## src/rtl/scan_test_sequencer.sv

```systemverilog
// Scan pattern applicator: shifts a stimulus into one mux-D scan chain, pulses a
// capture cycle, shifts the response out and compares it with an expected vector.
module scan_test_sequencer #(
  parameter int CHAIN_LEN = 8,
  parameter int CNT_W     = 8
) (
  input  logic                 CK,
  input  logic                 RESETN,
  input  logic                 START,
  input  logic [CHAIN_LEN-1:0] PAT_IN,
  input  logic [CHAIN_LEN-1:0] EXP_IN,
  input  logic                 SO,
  output logic                 SE,
  output logic                 SI,
  output logic                 BUSY,
  output logic                 DONE,
  output logic [CHAIN_LEN-1:0] RESP_OUT,
  output logic                 MISMATCH,
  output logic [CNT_W-1:0]     ERR_CNT
);

  localparam int             BW   = (CHAIN_LEN > 1) ? $clog2(CHAIN_LEN) : 1;
  localparam logic [BW-1:0]  LAST = BW'(CHAIN_LEN - 1);

  typedef enum logic [2:0] {
    IDLE,
    LOAD,
    CAPTURE,
    UNLOAD,
    FINISH
  } state_t;

  state_t               state_q, state_d;
  logic [CHAIN_LEN-1:0] pat_sr_q, pat_sr_d;
  logic [CHAIN_LEN-1:0] exp_q, exp_d;
  logic [CHAIN_LEN-1:0] resp_sr_q, resp_sr_d;
  logic [BW-1:0]        bit_cnt_q, bit_cnt_d;
  logic                 se_q, se_d;
  logic                 si_q, si_d;
  logic                 busy_q, busy_d;
  logic                 done_q, done_d;
  logic [CHAIN_LEN-1:0] resp_out_q, resp_out_d;
  logic                 mismatch_q, mismatch_d;
  logic [CNT_W-1:0]     err_cnt_q, err_cnt_d;
  logic [CHAIN_LEN-1:0] resp_next;

  assign resp_next = {resp_sr_q[CHAIN_LEN-2:0], SO};

  always_comb begin
    state_d    = state_q;
    pat_sr_d   = pat_sr_q;
    exp_d      = exp_q;
    resp_sr_d  = resp_sr_q;
    bit_cnt_d  = bit_cnt_q;
    se_d       = se_q;
    si_d       = si_q;
    busy_d     = busy_q;
    done_d     = 1'b0;
    resp_out_d = resp_out_q;
    mismatch_d = mismatch_q;
    err_cnt_d  = err_cnt_q;
    case (state_q)
      IDLE: begin
        if (START) begin
          // SI is registered, so the MSB goes out now and pat_sr holds the remainder.
          state_d    = LOAD;
          pat_sr_d   = {PAT_IN[CHAIN_LEN-2:0], 1'b0};
          si_d       = PAT_IN[CHAIN_LEN-1];
          exp_d      = EXP_IN;
          resp_sr_d  = '0;
          bit_cnt_d  = '0;
          se_d       = 1'b1;
          busy_d     = 1'b1;
          resp_out_d = '0;
          mismatch_d = 1'b0;
        end
      end
      LOAD: begin
        if (bit_cnt_q == LAST) begin
          state_d   = CAPTURE;
          bit_cnt_d = '0;
          se_d      = 1'b0;
          si_d      = 1'b0;
        end else begin
          bit_cnt_d = bit_cnt_q + 1'b1;
          si_d      = pat_sr_q[CHAIN_LEN-1];
          pat_sr_d  = {pat_sr_q[CHAIN_LEN-2:0], 1'b0};
        end
      end
      CAPTURE: begin
        state_d = UNLOAD;
        se_d    = 1'b1;
        si_d    = 1'b0;
      end
      UNLOAD: begin
        resp_sr_d = resp_next;
        if (bit_cnt_q == LAST) begin
          state_d    = FINISH;
          bit_cnt_d  = '0;
          se_d       = 1'b0;
          done_d     = 1'b1;
          resp_out_d = resp_next;
          mismatch_d = (resp_next != exp_q);
          if ((resp_next != exp_q) && (err_cnt_q != '1)) begin
            err_cnt_d = err_cnt_q + 1'b1;
          end
        end else begin
          bit_cnt_d = bit_cnt_q + 1'b1;
        end
      end
      FINISH: begin
        state_d = IDLE;
        busy_d  = 1'b0;
      end
      default: begin
        state_d = IDLE;
        se_d    = 1'b0;
        si_d    = 1'b0;
        busy_d  = 1'b0;
      end
    endcase
  end

  always_ff @(posedge CK or negedge RESETN) begin
    if (!RESETN) begin
      state_q    <= IDLE;
      pat_sr_q   <= '0;
      exp_q      <= '0;
      resp_sr_q  <= '0;
      bit_cnt_q  <= '0;
      se_q       <= 1'b0;
      si_q       <= 1'b0;
      busy_q     <= 1'b0;
      done_q     <= 1'b0;
      resp_out_q <= '0;
      mismatch_q <= 1'b0;
      err_cnt_q  <= '0;
    end else begin
      state_q    <= state_d;
      pat_sr_q   <= pat_sr_d;
      exp_q      <= exp_d;
      resp_sr_q  <= resp_sr_d;
      bit_cnt_q  <= bit_cnt_d;
      se_q       <= se_d;
      si_q       <= si_d;
      busy_q     <= busy_d;
      done_q     <= done_d;
      resp_out_q <= resp_out_d;
      mismatch_q <= mismatch_d;
      err_cnt_q  <= err_cnt_d;
    end
  end

  assign SE       = se_q;
  assign SI       = si_q;
  assign BUSY     = busy_q;
  assign DONE     = done_q;
  assign RESP_OUT = resp_out_q;
  assign MISMATCH = mismatch_q;
  assign ERR_CNT  = err_cnt_q;

endmodule
```

## config.mk

```make
export PLATFORM = sky130hd
export DESIGN_NAME = scan_test_sequencer
export DESIGN_NICKNAME = d
export VERILOG_FILES = /design/src/rtl/scan_test_sequencer.sv
export SDC_FILE = /design/constraint.sdc
export NUM_CORES = 1
export LEC_CHECK = 0
export BUFFER_PORTS_ARGS = -buffer_cell sky130_fd_sc_hd__buf_2
export CAP_MARGIN = 20
export CORE_AREA = 3 3 69 71
export DETAILED_ROUTE_END_ITERATION = 8
export DIE_AREA = 0 0 72 74
export GPL_ROUTABILITY_DRIVEN = 0
export PLACE_DENSITY = 0.79
export SYNTH_ARGS = -nofsm -noshare
export SYNTH_HDL_FRONTEND = slang
export SYNTH_SLANG_ARGS = --single-unit
```

## constraint.sdc

```tcl
create_clock -name CK -period 2.14 [get_ports CK]
set_input_delay 0.214 -clock CK [delete_from_list [all_inputs] [get_ports CK]]
set_output_delay 0.214 -clock CK [all_outputs]
set_load 0.01 [all_outputs]
```

# After elaboration in Yosys (flattened, before gate mapping)
# Index checks and enable logic that the tools add are counted.
# word_totals
register_bits,50
in_bits,20
# classes
add_sub_neg,2
n_eq_ne,12
mux,26
bitwise_logic,3
n_reduce_logical,18
# op_table
operator,n
$mux 8,4
$pmux 8 s2,2
$mux 3,5
$reduce_and 3->1,5
$pmux 7 s2,1
$pmux 3 s4,1
$reduce_and 2->1,5
$add 8x1->8 const B,1
$mux 1,8
$ne 2x2->1 const B,4
$ne 8x8->1,1
$ne 8x8->1 const B,1
$eq 3x2->1 const B,2
$eq 3x3->1 const B,2
$pmux 3 s2,1
$reduce_bool 2->1,3
$pmux 1 s2,2
$pmux 1 s4,1
$reduce_or 2->1,2
$add 3x1->3 const B,1
$eq 3x1->1 const B,1
$logic_not 3->1,1
$not 1->1,3
$pmux 1 s3,1
other kinds (3),3

# Depth between registers and ports, before layout
# logic_depth
word_depth,4
ltp_mapped,8
depth_no_buf,7

# Worst setup path after synthesis
# No wires, ideal clock.
# synth_path
path_kind,register -> register
startpoint,register bit_cnt_q[0]
endpoint,"register err_cnt_q[3], in the netlist ERR_CNT[3]"
setup_time_ns,0.127
t_arrival_ns,1.558
t_required_ns,2.013
setup_slack_ns,0.455
stages_incl_launch_ff,8
path_buffers,0
synth_period_minus_slack_ns,1.685
path_cell_list,dfrtp_1 ha_1 ha_1 nand4b_4 a41oi_2 o21a_2 nand4_1 xnor2_1
# synth_between
elab_chain_len,2
# synth_lines
item,line,source
start: declaration,37,"logic [BW-1:0] bit_cnt_q, bit_cnt_d;"
start signal: assignment,143,bit_cnt_q <= bit_cnt_d;
$eq 3x3->1,97,if (bit_cnt_q == LAST) begin
$reduce_and 3->1 (no source line),-,
end signal: assignment,150,err_cnt_q <= err_cnt_d;
end: declaration,44,"logic [CNT_W-1:0] err_cnt_q, err_cnt_d;"
# Every way passes these cells.
# A chain may end at the register's enable or synchronous reset.

# Worst setup path in the final report
# layout_path
startpoint,register bit_cnt_q[0]
endpoint,"register resp_out_q[6], in the netlist RESP_OUT[6]"
# layout_between
elab_chain_len,3
# layout_lines
item,line,source
$eq 3x3->1,97,
$ne 2x2->1 (no source line),-,
$reduce_and 3->1 (no source line),-,
end signal: assignment,148,resp_out_q <= resp_out_d;
end: declaration,42,"logic [CHAIN_LEN-1:0] resp_out_q, resp_out_d;"
# Every way passes these cells.

==> summary.md <==
| Metric | Value |
|---|---|
| WL/cell | `between 10 and 15 µm` |
| Syn Nets | `245` |
| Synth cell count leaders | `nand2_1 (68), dfrtp_1 (49), o21ai_0 (16), xnor2_1 (14), nor2_1 (12)` |
| Synth Area per Inst | `9.965 µm²` |
| Area Overhead vs Synth | `17.82%` |
| Pint | `between 2 and 2.5 mW` |
| Setup TNS | `0 ns` |
| Synth Area in Adders | `0.01697` |
| Largest cells by area after synthesis | `dfrtp_1 (55%), nand2_1 (12%), xnor2_1 (5.5%)` |
| Row Count | `24` |
| # DRC | `0` |
| Vias per inst | `5.044` |
| Hold WC Path Type | `primary input to flop` |
| Hold Vio Cnt, Final | `0` |
| Critical path class | `flop to flop` |
| RSZ-0062 raised after global routing | `no` |
| Post-synthesis sequential area ratio | `0.5543` |
| Total power | `about 3.6 mW` |
| Tmin final | `1.867 ns` |
| I/O pins | `41` |
| Total track usage | `0.1731` |
| Clock power frac | `0.214` |
| EDFF count, synth | `0` |
| Cts bufs inserted | `5` |
| Pwr dens | `1391 mW/mm²` |
| Die ar. | `0.005328 mm²` |
| Main combinational cell family by area after synthesis | `simple AND/OR/NAND/NOR gates` |
| XOR/XNOR Fraction of Synth Area | `0.06335` |
| Final number of setup-violating endpoints | `0` |
| VDD IR max | `0.5800 mV` |
| Critical Path Start Type | `flop` |
| H-tree levels | `2` |
| Share of cells above drive strength 1 | `0.2509` |
| Crit share post-route | `0.8724` |
| Place WS | `roughly 0.24 ns` |
| # fillers | `366` |
| Drt initial violations | `143` |
| Synthesis warning total | `0` |
| P_sw | `~1.3 mW` |
| Initial Util | `0.5152` |
| Synth Area in Compound Gates | `0.09219` |
| Slew @ Worst Pin | `around 0.56 ns` |
| Antenna Nets Post-Route | `0` |
| Clock skew | `about 0.0095 ns` |
| Total wire length | `4125 µm` |
| Die width | `72 µm` |
| Slew headroom | `0.6291` |
| Pleak | `1.338 nW` |
| Clock sink count | `49` |
| Post-detail-place hpwl | `3119 µm` |
| Status | `complete, no violations` |
| CTS tree | `done` |
| Post-synthesis cell type count | `32` |
| #FFs+latches synth | `49` |
| Critical Path RT | `between 2 and 2.5 ns` |
| Sw frac | `0.3670` |
| Post-synthesis mux area share | `0.02715` |
| Final setup margin | `0.2732 ns` |
| Initial antenna violation count | `0` |
| Post-synth ARST share | `1.000` |
| Seq pwr share | `0.434` |
| IO Port Bufs | `40` |
| Final slew viol count | `0` |
| DR vias | `approximately 1600` |
| Synth Area in Simple Gates | `0.2121` |
| Crit path arrival time | `between 2 and 2.5 ns` |
| Core ar. | `about 0.0043 mm²` |
| Synth top area share | `0.5543` |
| Maxcap violations | `0` |
| Die Y | `74 µm` |
| Largest net degree at the start of global routing | `25` |
| Clk buf depth | `2` |
| Comb pwr share | `0.352` |
| Critical Path Fanout Max | `17` |
| First-pass GRT wire length | `roughly 7200 µm` |
| ANT cells | `0` |
| Vias in the first global route | `1586` |
| Drt pass-1 iters | `4` |
| Postcts setup bufs | `0` |
| Max Fclk | `0.5357 GHz` |
| Mapped Area | `roughly 0.0022 mm²` |
| Net count reported at finish | `just under 300` |
| Worst-path clk slew | `around 0.09 ns` |
| Synth area leader | `dfrtp_1` |
| Worst-skew pair later-pin latency | `approximately 0.30 ns` |
| Cell with the most instances after synthesis | `nand2_1` |
| GRT overflow | `0` |
| Cell count after synthesis | `222` |
| Main synth FF type | `dfrtp_1` |
| Critical path capture point type | `flop` |
| Root Driver | `clkbuf_8` |
-- path summary, 6_finish.rpt --
kind                                               start                 endpoint  slack (ns)  depth (start not counted)
worst min register to register   RESP_OUT[7]$_DFFE_PN0P_  RESP_OUT[7]$_DFFE_PN0P_        0.48                          2
worst max register to register  bit_cnt_q[0]$_DFFE_PN0P_  RESP_OUT[6]$_DFFE_PN0P_        0.27                          6
worst max-delay path            bit_cnt_q[0]$_DFFE_PN0P_  RESP_OUT[6]$_DFFE_PN0P_        0.27                          6
max in group asynchronous                         RESETN  pat_sr_q[5]$_DFFE_PN0P_        1.36                          3
min in group asynchronous                         RESETN     exp_q[3]$_DFFE_PN0P_        0.25                          2
worst min-delay path                           EXP_IN[4]     exp_q[4]$_DFFE_PN0P_        0.09                          3
-- registers in the layout (all words and copies together) (netlist names) --
signal and cells:
resp_sr_q 7, pat_sr_q 7, bit_cnt_q 3, RESP_OUT 8
state_q 3, SI 1, DONE 1, BUSY 1
ERR_CNT 8, exp_q 8, MISMATCH 1, SE 1
-- power groups by stage --
| stage | registers, mW | clock network [mW] | logic (mW) |
|---|---|---|---|
| 3_5_place_dp | 1.59 | 0 | 1.30 |
| 5_1_grt | 1.63 | 0.835 | 1.48 |
| 6_report | 1.57 | 0.776 | 1.28 |
| 4_1_cts | 1.57 | 0.793 | 1.31 |
| 2_1_floorplan | 1.55 | 0 | 0.989 |
| 3_3_place_gp | 1.58 | 0 | 1.24 |
-- per-stage QoR --
stage / hold WS [ns] / cells / util / area [µm²]
after floorplan: -0.08159 / 222 / - / 2212
after global placement: 0.04012 / 310 / 0.5726 / 2459
after detailed placement: 0.04026 / 310 / 0.5726 / 2459
after CTS: 0.09104 / 319 / 0.6069 / 2606
after global routing: 0.09031 / 319 / 0.6069 / 2606
final: 0.09368 / 319 / 0.6069 / 2606
-- final cells by class --
type / instances / area, µm² / share of cell area
Clock buffer: 5 / 68.82 / 0.02640
Clock inverter: 3 / 68.82 / 0.02640
Inverter: 7 / 26.28 / 0.01008
Multi-Input combinational cell: 158 / 910.9 / 0.3495
Sequential cell: 49 / 1226 / 0.4705
Tap cell: 52 / 65.06 / 0.02496
Timing Repair Buffer: 45 / 240.2 / 0.09217
-- cells in the final DEF (no fill, tap or decap) --
cell and count:
a21oi_1 3, a21oi_2 3, a221oi_1 1, a41oi_2 1, and4_1 1, buf_2 40
buf_4 4, bufinv_16 2, clkbuf_8 5, dfrtp_1 49, dlygate4sd3_1 1, ha_1 3
inv_1 7, inv_6 1, mux2i_1 6, nand2_1 68, nand2b_1 1, nand2b_4 1
nand3_1 5, nand4_1 4, nand4b_4 1, nor2_1 12, nor2_2 2, nor2_4 1
nor2b_1 1, nor3_2 3, o21a_2 1, o21ai_0 16, o21ai_1 2, o21ai_2 2
o22ai_1 1, o31ai_1 2, or3_1 1, xnor2_1 14, xor2_1 2
-- repair_timing --
item | CTS | global route
hold buffers | 1 | 0
hold endpoints to repair | 25 | 0
resized for setup | 0 | 0
-- critical path, stage by stage, from the launching register on --
cell and delay, ns:
dfrtp_1 0.40, ha_1 0.20, ha_1 0.29, nand4b_4 0.16, inv_1 0.07, nor2_2 0.44, o21ai_0 0.17
-- metal layers --
| layer | vias up | wire [µm] | track usage |
|---|---|---|---|
| li1 | 812 | - | - |
| met1 | 749 | 1841 | 0.2334 |
| met2 | 40 | 2012 | 0.2724 |
| met3 | 8 | 212 | 0.05000 |
| met4 | 0 | 58 | 0.05637 |
| met5 | - | 0 | 0 |
-- logic make-up (layout without fill, tap and decap cells) --
logic type / Yosys count / count (layout)
compound gates: 32 / 32
xor+xnor: 16 / 16
fa+ha+maj: 3 / 3
buf+inv: 15 / 60
flops: 49 / 49
mux: 6 / 6
simple gates: 101 / 101
Power figures use the tool's default switching activity.
